===== src/rtl/zoom_cmd_scheduler.sv =====
// Command scheduler between the HPS decoder and the zoom FSM. Commands are queued
// in a small FIFO and issued one at a time, waiting for accept and completion.
module zoom_cmd_scheduler #(
  parameter int FIFO_DEPTH   = 4,
  parameter int ACK_TIMEOUT  = 16,
  parameter int DONE_TIMEOUT = 2000000
) (
  input  logic       CLOCK_50,
  input  logic       internal_power_on_reset,
  input  logic       sw_flush,
  input  logic       cmd_valid,
  input  logic [2:0] cmd_code,
  input  logic [1:0] cmd_alg,
  output logic       cmd_ready,
  output logic       ctrl_zoom_in,
  output logic       ctrl_zoom_out,
  output logic       ctrl_return,
  output logic [1:0] ctrl_alg_select,
  input  logic       ctrl_busy,
  input  logic       ctrl_done,
  input  logic       ctrl_invalid_zoom,
  output logic       sched_busy,
  output logic [2:0] fifo_count,
  output logic [7:0] done_count,
  output logic [3:0] err_flags
);

  localparam int AW  = (FIFO_DEPTH > 1) ? $clog2(FIFO_DEPTH) : 1;
  localparam int CW  = $clog2(FIFO_DEPTH + 1);
  localparam int ATW = (ACK_TIMEOUT > 1) ? $clog2(ACK_TIMEOUT) : 1;
  localparam int DTW = (DONE_TIMEOUT > 1) ? $clog2(DONE_TIMEOUT) : 1;
  localparam int TW  = (ATW > DTW) ? ATW : DTW;

  localparam logic [2:0] C_ZOOM_IN  = 3'd1;
  localparam logic [2:0] C_ZOOM_OUT = 3'd2;
  localparam logic [2:0] C_RETURN   = 3'd3;
  localparam logic [2:0] C_SET_ALG  = 3'd4;

  typedef enum logic [1:0] {IDLE, ISSUE, WAIT_ACK, WAIT_DONE} state_t;

  state_t          state_reg, state_next;
  logic [4:0]      mem [FIFO_DEPTH];
  logic [AW-1:0]   wr_ptr_reg, rd_ptr_reg;
  logic [CW-1:0]   count_reg;
  logic [2:0]      op_code_reg;
  logic [1:0]      op_alg_reg;
  logic [TW-1:0]   timer_reg, timer_next;
  logic [1:0]      alg_reg;
  logic [7:0]      done_reg;
  logic [3:0]      err_reg;
  logic            inv_prev_reg;
  logic            code_legal, push, pop;
  logic            alg_load, done_inc, ack_to, done_to;

  assign code_legal = (cmd_code != 3'd0) && (cmd_code <= C_SET_ALG);
  assign cmd_ready  = (count_reg != CW'(FIFO_DEPTH));
  assign push       = cmd_valid & cmd_ready & code_legal & ~sw_flush;
  assign pop        = (state_reg == IDLE) && (count_reg != '0) && !sw_flush;

  assign ctrl_alg_select = alg_reg;
  assign sched_busy      = (state_reg != IDLE) || (count_reg != '0);
  assign fifo_count      = 3'(count_reg);
  assign done_count      = done_reg;
  assign err_flags       = err_reg;

  // Queue storage behaves like a RAM: write port on push, registered read on pop.
  always_ff @(posedge CLOCK_50) begin
    if (push) mem[wr_ptr_reg] <= {cmd_code, cmd_alg};
    if (pop) {op_code_reg, op_alg_reg} <= mem[rd_ptr_reg];
  end

  // Pulses decode only registered state, so ctrl_* inputs never reach them.
  always_comb begin
    state_next    = state_reg;
    timer_next    = (timer_reg == '1) ? timer_reg : timer_reg + 1'b1;
    alg_load      = 1'b0;
    done_inc      = 1'b0;
    ack_to        = 1'b0;
    done_to       = 1'b0;
    ctrl_zoom_in  = 1'b0;
    ctrl_zoom_out = 1'b0;
    ctrl_return   = 1'b0;
    case (state_reg)
      IDLE: if (pop) state_next = ISSUE;
      ISSUE: begin
        timer_next = '0;
        if (op_code_reg == C_SET_ALG) begin
          alg_load   = 1'b1;
          done_inc   = 1'b1;
          state_next = IDLE;
        end else begin
          ctrl_zoom_in  = (op_code_reg == C_ZOOM_IN);
          ctrl_zoom_out = (op_code_reg == C_ZOOM_OUT);
          ctrl_return   = (op_code_reg == C_RETURN);
          state_next    = WAIT_ACK;
        end
      end
      WAIT_ACK: begin
        if (ctrl_busy) begin
          state_next = WAIT_DONE;
          timer_next = '0;
        end else if (ctrl_invalid_zoom && (!inv_prev_reg || timer_reg == '0)) begin
          state_next = IDLE;
        end else if (ctrl_done) begin
          done_inc   = 1'b1;
          state_next = IDLE;
        end else if (timer_reg == TW'(ACK_TIMEOUT - 1)) begin
          ack_to     = 1'b1;
          state_next = IDLE;
        end
      end
      WAIT_DONE: begin
        if (ctrl_done) begin
          done_inc   = 1'b1;
          state_next = IDLE;
        end else if (timer_reg == TW'(DONE_TIMEOUT - 1)) begin
          done_to    = 1'b1;
          state_next = IDLE;
        end
      end
      default: state_next = IDLE;
    endcase
    if (sw_flush) state_next = IDLE;
  end

  always_ff @(posedge CLOCK_50 or posedge internal_power_on_reset) begin
    if (internal_power_on_reset) begin
      state_reg    <= IDLE;
      timer_reg    <= '0;
      inv_prev_reg <= 1'b0;
      wr_ptr_reg   <= '0;
      rd_ptr_reg   <= '0;
      count_reg    <= '0;
      alg_reg      <= 2'b00;
      done_reg     <= 8'd0;
      err_reg      <= 4'd0;
    end else begin
      state_reg    <= state_next;
      timer_reg    <= timer_next;
      inv_prev_reg <= ctrl_invalid_zoom;
      if (sw_flush) begin
        wr_ptr_reg <= '0;
        rd_ptr_reg <= '0;
        count_reg  <= '0;
        done_reg   <= 8'd0;
        err_reg    <= 4'd0;
      end else begin
        if (push) wr_ptr_reg <= wr_ptr_reg + 1'b1;
        if (pop)  rd_ptr_reg <= rd_ptr_reg + 1'b1;
        case ({push, pop})
          2'b10:   count_reg <= count_reg + 1'b1;
          2'b01:   count_reg <= count_reg - 1'b1;
          default: count_reg <= count_reg;
        endcase
        if (alg_load) alg_reg  <= op_alg_reg;
        if (done_inc) done_reg <= done_reg + 8'd1;
        err_reg <= err_reg | {done_to, ack_to,
                              cmd_valid & (cmd_code > C_SET_ALG),
                              cmd_valid & ~cmd_ready};
      end
    end
  end

endmodule


===== config.mk =====
export PLATFORM = sky130hd
export DESIGN_NAME = zoom_cmd_scheduler
export DESIGN_NICKNAME = d
export VERILOG_FILES = /design/src/rtl/zoom_cmd_scheduler.sv
export SDC_FILE = /design/constraint.sdc
export NUM_CORES = 1
export LEC_CHECK = 0
export ABC_AREA = 1
export BUFFER_PORTS_ARGS = -buffer_cell sky130_fd_sc_hd__buf_2
export CAP_MARGIN = 0
export CORE_MARGIN = 2
export CORE_UTILIZATION = 50
export DETAILED_ROUTE_END_ITERATION = 10
export PLACE_DENSITY = 0.77
export SLEW_MARGIN = 20
export SYNTH_ARGS = -nofsm -noshare
export SYNTH_HDL_FRONTEND = slang
export SYNTH_SLANG_ARGS = --single-unit

===== constraint.sdc =====
create_clock -name CLOCK_50 -period 1.85 [get_ports CLOCK_50]
set_clock_uncertainty 0.05 [all_clocks]
set_input_delay 0 -clock CLOCK_50 [delete_from_list [all_inputs] [get_ports CLOCK_50]]
set_output_delay 0 -clock CLOCK_50 [all_outputs]
set_load 0.03 [all_outputs]

==> run summary <==
Status -> complete, no violations
Total track usage -> 0.210
Via/cell ratio -> 5.25
TritonCTS clock tree -> done
Power Dens Cells -> 1070 mW/mm^2
DP HPWL -> 5.71 mm
Period minus WS final -> 1780 ps
LEAKAGE -> 0.00224 uW
Synth area leader -> dfrtp_1
Post-synth ARST share -> 0.643
Sequential area share after synthesis -> 0.504
Ratio of cells with drive above 1 in the final layout -> 0.290
Post-synth EDFFs -> 25
Synth top area share -> 0.302
Ant diodes -> 0
CTS HTree Levels -> 3
# port buffers -> 33
Worst vdd ir -> 0.00101 V
Vias in the first global route -> 2970
Initial DRT Pass Iterations -> 4
Final period util -> 0.962
Nature of the critical path endpoint -> flip-flop
Synth unique cells -> 38
Max-cap violations -> 0
Warning count from the yosys run -> 0
Root buffer cell -> clkbuf_8
Ranking of synthesized cells by area -> dfrtp_1 30%, edfxtp_1 20%, inv_1 5.7%
WHS -> 91.2 ps
WL/cell -> 13.9 um
Die Area -> 0.00816 mm^2
Grt ovf -> 0
Total wire length -> 8.40 mm
Worst-path clk slew -> 80 ps
Crit Path Category -> flip-flop to flip-flop
Mean post-synth cell area -> 8.85 um^2
Cells after DPL -> 559
Post-route antenna net violation count -> 0
Critical Path AT -> 1970 ps
Slew HR -> 0.701
Vias -> 3184
Core area -> 0.00725 mm^2
Hold Crit Class -> input port to flip-flop
Die H -> 90.3 um
CTS Buf Count -> 9
IO Pins -> 34
Worst setup SP type -> flip-flop
Clk sinks -> 70
FP Rows -> 31
DR iter-0 viols -> 177
Area growth syn-to-layout -> 26.0%
Worst skew pair latency -> 350 ps
Initial antenna violation count -> 0
Mapped Cells -> 421
Final Hold Fails -> 0
RD Place Congestion -> 0.991
Pin count of the biggest net entering global routing -> 46
Fin cells -> 606
Max clock buf depth -> 2
Syn_nets -> 447
First-pass GRT wire length -> 13.7 mm
Die X -> 90.3 um
Slew @ Worst Pin -> 447 ps
Setup violations, final -> 0
Nets -> 528
Synthesized flop and latch total -> 70
DRC Markers -> 0
Max reg flops -> 21
Final Max Slew Viols -> 0
Synthesized area -> 0.00373 mm^2
Initial Util -> 0.514
Fmax -> 562 MHz
Most used DFF post-synth -> dfrtp_1
WP data required -> 2040 ps
RSZ-0062 raised after global routing -> yes
Critical path peak fanout -> 3
==> per-layer routing <==
| layer | part of all wire | GRT usage | up-vias |
|---|---|---|---|
| met3 | 0.050 | 0.0417 | 17 |
| met4 | 0.021 | 0.0744 | 0 |
| met2 | 0.51 | 0.363 | 85 |
| met1 | 0.41 | 0.262 | 1515 |
| li1 | - | - | 1567 |
| met5 | 0 | 0 | - |
==> cell type report <==
cell class / count / area (um^2)
fillers: 582 / 2560
flip-flops and latches: 70 / 1890
multi-input cells: 282 / 1700
repair buffers: 76 / 543
inverters: 63 / 236
clock buffers: 9 / 124
well taps: 99 / 124
clock inverters: 7 / 80.1
==> power breakdown <==
| group | internal (uW) | switching, uW | total, uW | leakage (uW) |
|---|---|---|---|---|
| sequential | 1830 | 184 | 2010 | 0.000821 |
| clock | 638 | 643 | 1280 | 0.0000968 |
| combinational | 635 | 1110 | 1750 | 0.00132 |
| total | 3100 | 1940 | 5040 | 0.00224 |
==> per-stage QoR <==
step | util | total power (uW) | worst slack (ps) | area [um^2] | setup TNS (ps)
final | 0.647 | 5040 | 70.2 | 4690 | 0
after global routing | 0.647 | 5370 | -78.8 | 4690 | -296
after CTS | 0.614 | 4870 | 3.20 | 4460 | 0
after detailed placement | 0.570 | 3570 | -9.75 | 4130 | -9.75
after global placement | 0.570 | 3500 | 60.8 | 4130 | 0
after floorplan | - | 3080 | 30.9 | 3760 | 0
==> critical path, stage by stage (launching register included) <==
cell	delay, ps
dfrtp_1	410
ha_2	210
nand2_2	90
nor2_4	150
inv_1	80
nor2_1	100
nand4_1	130
nand3_1	110
nand2_1	50
inv_1	80
nand2_1	80
nand2_1	70
nand2_1	70
==> cells by family after synthesis <==
family,after synthesis,share of synthesized area
AND/OR/NAND/NOR,190,0.249
buffers and inverters,70,0.0709
flip-flops,70,0.504
AO/OA/AOI/OAI,62,0.0907
adder cells (fa/ha/maj),14,0.0490
XOR/XNOR,13,0.0306
multiplexers,2,0.00604
==> cell usage in the layout (no fill, tap or decap), drive strengths merged, types with 15 or more instances in the layout <==
cell,n
edfxtp,25
buf,64
inv,65
nand2,68
dfrtp,45
a21oi,25
nor2,54
nand3,30
o21ai,27
nand4,15
==> path summary, 6_finish.rpt <==
path	start	to	slack, ps	cells after the start
setup / recovery	timer_reg[0]	state_reg[1]	70	12
hold / removal	cmd_code[0]	err_flags[1]	90	5
max in group asynchronous	internal_power_on_reset	timer_reg[14]	1360	4
setup reg to reg	timer_reg[0]	state_reg[1]	70	12
hold reg to reg	op_alg_reg[0]	ctrl_alg_select[0]	440	1
min in group asynchronous	internal_power_on_reset	timer_reg[3]	170	4
==> synthesized netlist by cell type, types with 5 or more instances <==
| cell type | instances |
|---|---|
| o22ai_1 | 5 |
| clkbuf_1 | 5 |
| nand4_1 | 14 |
| dfrtp_1 | 45 |
| o21ai_0 | 24 |
| edfxtp_1 | 25 |
| nand2_1 | 57 |
| nor2_1 | 52 |
| xor2_1 | 12 |
| a21oi_1 | 25 |
| nand3_1 | 30 |
| nand2_2 | 6 |
| inv_2 | 5 |
| nor3_1 | 10 |
| inv_1 | 57 |
| ha_1 | 13 |
==> timing repair <==
action	4_1_cts	5_1_grt
hold buffers	12	0
resized for setup	0	34
buffers inserted	0	18
setup endpoints to repair	0	17
endpoints found under the hold margin	72	0
Note: power is estimated with default switching activity, not from simulation.
